### src/rtl/ysyx_25050147_ifu.sv
// Instruction fetch unit for the ysyx_25050147 core.
// It owns the PC, issues one instruction-memory read at a time and holds
// one returned instruction for decode. Redirects replace the PC and cancel
// any fetch in flight.
// Optional macro YSYX_25050147_IFU_ALIGN_CHECK_EN: a misaligned redirect
// target is not fetched. Instead a faulting nop is presented at that PC.
module ysyx_25050147_ifu #(
  parameter logic [31:0] RESET_PC = 32'h8000_0000
) (
  input  logic        clk,
  input  logic        rst_n,
  output logic        imem_req_valid,
  input  logic        imem_req_ready,
  output logic [31:0] imem_addr,
  input  logic        imem_resp_valid,
  input  logic [31:0] imem_resp_data,
  output logic        inst_valid,
  input  logic        inst_ready,
  output logic [31:0] inst,
  output logic [31:0] inst_pc,
  output logic        inst_fault,
  input  logic        redirect_valid,
  input  logic [31:0] redirect_pc
);

  localparam logic [31:0] NOP = 32'h0000_0013;

  // IDLE is only reachable after a faulting instruction is consumed.
  typedef enum logic [1:0] {FETCH, WAIT, HOLD, IDLE} state_t;

  state_t      state_reg, state_next;
  logic [31:0] pc_reg, pc_next;
  logic [31:0] addr_reg, addr_next;
  logic        kill_reg, kill_next;
  logic [31:0] inst_reg, inst_next;
  logic [31:0] inst_pc_reg, inst_pc_next;

  logic [31:0] target;     // redirect target as it is loaded into pc
  logic        target_mis; // redirect target is misaligned (checked builds)
  logic        pc_mis;     // pc holds a misaligned target awaiting its fault
  logic        held_fault; // the held instruction is a fault
  logic        fault_go;
  logic [31:0] fault_pc;

`ifdef YSYX_25050147_IFU_ALIGN_CHECK_EN
  logic inst_fault_reg, inst_fault_next;
  assign target     = redirect_pc;
  assign target_mis = redirect_pc[1:0] != 2'b00;
  assign pc_mis     = pc_reg[1:0] != 2'b00;
  assign held_fault = inst_fault_reg;
  assign inst_fault = inst_fault_reg;
`else
  assign target     = redirect_pc & ~32'h3;
  assign target_mis = 1'b0;
  assign pc_mis     = 1'b0;
  assign held_fault = 1'b0;
  assign inst_fault = 1'b0;
`endif

  assign imem_req_valid = rst_n && (state_reg == FETCH);
  assign imem_addr      = addr_reg;
  assign inst_valid     = (state_reg == HOLD);
  assign inst           = inst_reg;
  assign inst_pc        = inst_pc_reg;

  // Next-state logic: redirect takes priority over the normal flow.
  always_comb begin
    state_next   = state_reg;
    pc_next      = pc_reg;
    addr_next    = addr_reg;
    kill_next    = kill_reg;
    inst_next    = inst_reg;
    inst_pc_next = inst_pc_reg;
    fault_go     = 1'b0;
    fault_pc     = target;
    case (state_reg)
      FETCH: begin
        if (imem_req_ready) state_next = WAIT;
        // The presented request is committed; its response gets discarded.
        if (redirect_valid) begin
          pc_next   = target;
          kill_next = 1'b1;
        end
      end
      WAIT: begin
        if (imem_resp_valid) begin
          if (redirect_valid) begin
            kill_next = 1'b0;
            pc_next   = target;
            if (target_mis) begin
              fault_go = 1'b1;
            end else begin
              addr_next  = target;
              state_next = FETCH;
            end
          end else if (kill_reg) begin
            kill_next = 1'b0;
            if (pc_mis) begin
              fault_go = 1'b1;
              fault_pc = pc_reg;
            end else begin
              addr_next  = pc_reg;
              state_next = FETCH;
            end
          end else begin
            inst_next    = imem_resp_data;
            inst_pc_next = addr_reg;
            state_next   = HOLD;
          end
        end else if (redirect_valid) begin
          pc_next   = target;
          kill_next = 1'b1;
        end
      end
      HOLD: begin
        if (redirect_valid) begin
          pc_next = target;
          if (target_mis) begin
            fault_go = 1'b1;
          end else begin
            addr_next  = target;
            state_next = FETCH;
          end
        end else if (inst_ready) begin
          if (held_fault) begin
            state_next = IDLE;
          end else begin
            pc_next    = pc_reg + 32'd4;
            addr_next  = pc_reg + 32'd4;
            state_next = FETCH;
          end
        end
      end
      default: begin
        if (redirect_valid) begin
          pc_next = target;
          if (target_mis) begin
            fault_go = 1'b1;
          end else begin
            addr_next  = target;
            state_next = FETCH;
          end
        end
      end
    endcase
    if (fault_go) begin
      inst_next    = NOP;
      inst_pc_next = fault_pc;
      state_next   = HOLD;
    end
  end

`ifdef YSYX_25050147_IFU_ALIGN_CHECK_EN
  // Fault flag follows whatever was loaded into the holding registers.
  always_comb begin
    inst_fault_next = inst_fault_reg;
    if (fault_go) inst_fault_next = 1'b1;
    else if (state_reg == WAIT && state_next == HOLD) inst_fault_next = 1'b0;
  end

  // Fault flag register.
  always_ff @(posedge clk or negedge rst_n) begin
    if (!rst_n) inst_fault_reg <= 1'b0;
    else        inst_fault_reg <= inst_fault_next;
  end
`endif

  // State and datapath registers.
  always_ff @(posedge clk or negedge rst_n) begin
    if (!rst_n) begin
      state_reg   <= FETCH;
      pc_reg      <= RESET_PC;
      addr_reg    <= RESET_PC;
      kill_reg    <= 1'b0;
      inst_reg    <= 32'h0;
      inst_pc_reg <= 32'h0;
    end else begin
      state_reg   <= state_next;
      pc_reg      <= pc_next;
      addr_reg    <= addr_next;
      kill_reg    <= kill_next;
      inst_reg    <= inst_next;
      inst_pc_reg <= inst_pc_next;
    end
  end

endmodule

### config.mk
export PLATFORM = sky130hd
export DESIGN_NAME = ysyx_25050147_ifu
export DESIGN_NICKNAME = d
export VERILOG_FILES = /design/src/rtl/ysyx_25050147_ifu.sv
export SDC_FILE = /design/constraint.sdc
export NUM_CORES = 1
export LEC_CHECK = 0
export ABC_AREA = 1
export BUFFER_PORTS_ARGS = -buffer_cell sky130_fd_sc_hd__buf_4
export CORE_ASPECT_RATIO = 1.4
export CORE_MARGIN = 4
export CORE_UTILIZATION = 30
export DETAILED_ROUTE_END_ITERATION = 7
export PLACE_DENSITY = 0.53
export SETUP_SLACK_MARGIN = 0.2
export SYNTH_ARGS = -nofsm -noshare
export SYNTH_HDL_FRONTEND = slang
export SYNTH_SLANG_ARGS = --single-unit
### constraint.sdc
create_clock -name clk -period 3.6 [get_ports clk]
set_input_delay 0.54 -clock clk [delete_from_list [all_inputs] [get_ports clk]]
set_output_delay 0.54 -clock clk [all_outputs]
set_load 0.01 [all_outputs]
==> metrics.cfg <==
[die]
ios = 169
fp.coreArea_um2 = 23300
rows = 66
fp.dieH_um = 190
die_x_um = 138
initial_core_util = 0.306
dieArea_um2 = 26300

[clocking]
cts_hold_buf = 0
cts_resized = 0
htreeDepth = 4
clock_sinks = 131
cts_tree = built
cts_inserted_buffers = 17
clock_latency_ns = 0.44
cts_setup_buffers = 0
root_buffer = clkbuf_16
ctsLongestPathBuffers = 2
clkTransAtPathRegs_ns = 0.07

[timing]
hold_viol_final = 0
finalSetupTns_ns = 0
tightest_slew_ns = 0.845
grt_setup_unrepaired = false
drv_slew = 0
clock.fmax_ghz = 0.420
fin_crit_sh = 0.662
finalCriticalPeriod_ns = 2.38
setup_viol = 0
hold-worst-slack_ns = 0.167
fin_worst_skew_ns = 0.0101
slew_headroom = 0.437

[global_route]
gr-total-overflow = 0
grt_pass1_wl_mm = 34.2
grt_max_degree = 132
grt_usage = 0.164
grt_pass1_vias = 6298
grt_antenna_before_repair = 0

[detailed_routing]
vias_per_cell = 4.75
drc = 0
wirelength_mm = 21.6
via_count = 6475
final_antenna_net_count = 0
dr.pass1.iters = 7
first_iter_violations = 424
avgRoutedWirePerCell_um = 15.8

[synthesis]
syn_area_um2 = 7120
synth_seq_cells = 131
synth_top_area_cell = dfrtp_1
synth.most_common_cell = nand2_1
yosysUniqueCellTypes = 44
synth_edf_count = 0
syn_area_per_cell_um2 = 7.98
syn_nets = 966
seq_area_frac_synth = 0.461
synthCells = 892
async_reset_ff_frac = 1.00
yosysWarnings = 0
ys_top_cells_by_area = dfrtp_1 (45%), nand2_1 (13%), mux2_2 (7.3%)
ys.flop_type = dfrtp_1
synth_commonest_cells = nand2_1 (250), dfrtp_1 (129), inv_1 (82), nor2_1 (82), o21ai_0 (74)
synth_top_area_frac = 0.454

[outcome]
status = completed

[placed_design]
port_buffers = 165
dp_hpwl_mm = 14.8
detailed_place.area_um2 = 8640
gp_congestion = 0.874
dp_cells = 1332

[power]
p_sw_frac = 0.419
seq_power_share = 0.323
intPower_mw = 4.57
power_frac_comb = 0.458
cellLeakagePower_nw = 4.61
switching_power_mw = 3.29
peakVddDrop_uv = 364
clock_power_share = 0.219
p_per_area_nw_per_um2 = 852

[worst_setup_path]
critical_path.max_stage_delay_ns = 0.59
start_kind = flop
rrSetupSlack_ns = 1.22
critical_path_arrival_ns = 2.71
crit_type = reg -> reg
crit_fanout = 44
timing.critical_path.mode_cell = nand2_1
cp_slowest_cell = inv_2
crit_path_cell_trace = inv_1, ha_1, buf_4, nand2_1, nand2_1, nor3_4, inv_2, a21oi_1, nand2_1, nand2_1
cp-end-kind = flop
crit_required_ns = 3.93

[layout]
nets = 1119
antenna_cells = 0
stdcell_area_um2 = 9220
drive_gt1_frac = 0.264
instances_no_fill = 1364
syn2layout_area_growth_pct = 29.6

[hold_path]
hold_class = in -> async

[flow_run]
maxCapViolCount = 0

## path summary, 6_finish.rpt
kind | from | cells after the start | endpoint
worst max-delay path | state_reg[1] | 10 | imem_addr[16]
worst max register to register | state_reg[1] | 10 | imem_addr[16]
max in group asynchronous | rst_n | 2 | inst_pc[2]
worst min-delay path | rst_n | 2 | state_reg[0]
worst min register to register | pc_reg[0] | 2 | pc_reg[0]
min in group clk | imem_resp_data[11] | 2 | inst[11]
## cell usage in the layout (no fill, tap or decap), types with 2 or more instances in the layout
cell       instances
nand2_1          250
buf_4            175
dfrtp_1          129
inv_1             82
nor2_1            82
o21ai_0           74
nand3_1           53
a21oi_1           46
mux2_2            46
clkbuf_16         17
mux2_1             9
a31oi_1            7
nand4_1            6
inv_8              6
nor2_4             5
a21o_1             5
inv_6              5
nand2_2            4
nor3_1             4
a22oi_1            4
ha_1               4
nor2_2             3
inv_2              3
o211ai_1           3
nand3_2            3
o21bai_1           3
clkinv_4           3
clkinv_1           2
o2111ai_1          2
o22ai_1            2
o221ai_1           2
o31ai_1            2
o21ai_1            2
dfstp_2            2
buf_12             2
## cells by family after synthesis
family	after synthesis	synth area share
mux	55	0.0870
buf+inv	132	0.0791
xor+xnor	1	0.00123
simple gates	413	0.244
flops	131	0.461
other cells	1	0.000527
fa+ha+maj	4	0.00703
compound gates	155	0.120
## through the flow
stage	setup slack (ns)	utilization	total power [mW]
after floorplan	1.89	-	4.67
after global placement	1.09	0.371	6.19
after detailed placement	1.08	0.371	6.24
after CTS	1.20	0.396	7.99
after global routing	0.911	0.396	8.49
final	1.22	0.396	7.86
## metal layers
layer / track usage / routed length (um) / part of all wire / vias up
met4: 0.0612 / 503 / 0.023 / 0
met2: 0.291 / 11200 / 0.52 / 180
met3: 0.0391 / 957 / 0.044 / 28
li1: - / - / - / 3217
met1: 0.193 / 8980 / 0.42 / 3050
met5: 0 / 0 / 0 / -
## power groups by stage
stage | logic [mW] | registers (mW) | clock network [mW]
after floorplan | 1.96 | 2.71 | 0
after global placement | 3.64 | 2.55 | 0
after detailed placement | 3.67 | 2.57 | 0
after CTS | 3.67 | 2.54 | 1.78
after global routing | 4.03 | 2.63 | 1.83
final | 3.60 | 2.54 | 1.72
## worst max-delay path: cells and delay by family (launching register included)
kind                       cells  cell delay (ns)
buffers and inverters          3             1.05
and+or+nand+nor                5             0.53
DFF                            1             0.38
adders and majority gates      1             0.19
AOI/OAI and AO/OA              1             0.08
## final cells by class
| class | instances | area, um^2 |
|---|---|---|
| Fill cell | 2407 | 14100 |
| Timing Repair Buffer | 178 | 1370 |
| Tap cell | 306 | 383 |
| Clock buffer | 17 | 425 |
| Inverter | 88 | 332 |
| Clock inverter | 15 | 154 |
| Sequential cell | 131 | 3280 |
| Multi-Input combinational cell | 629 | 3280 |
(Power assumes the default switching activity.)
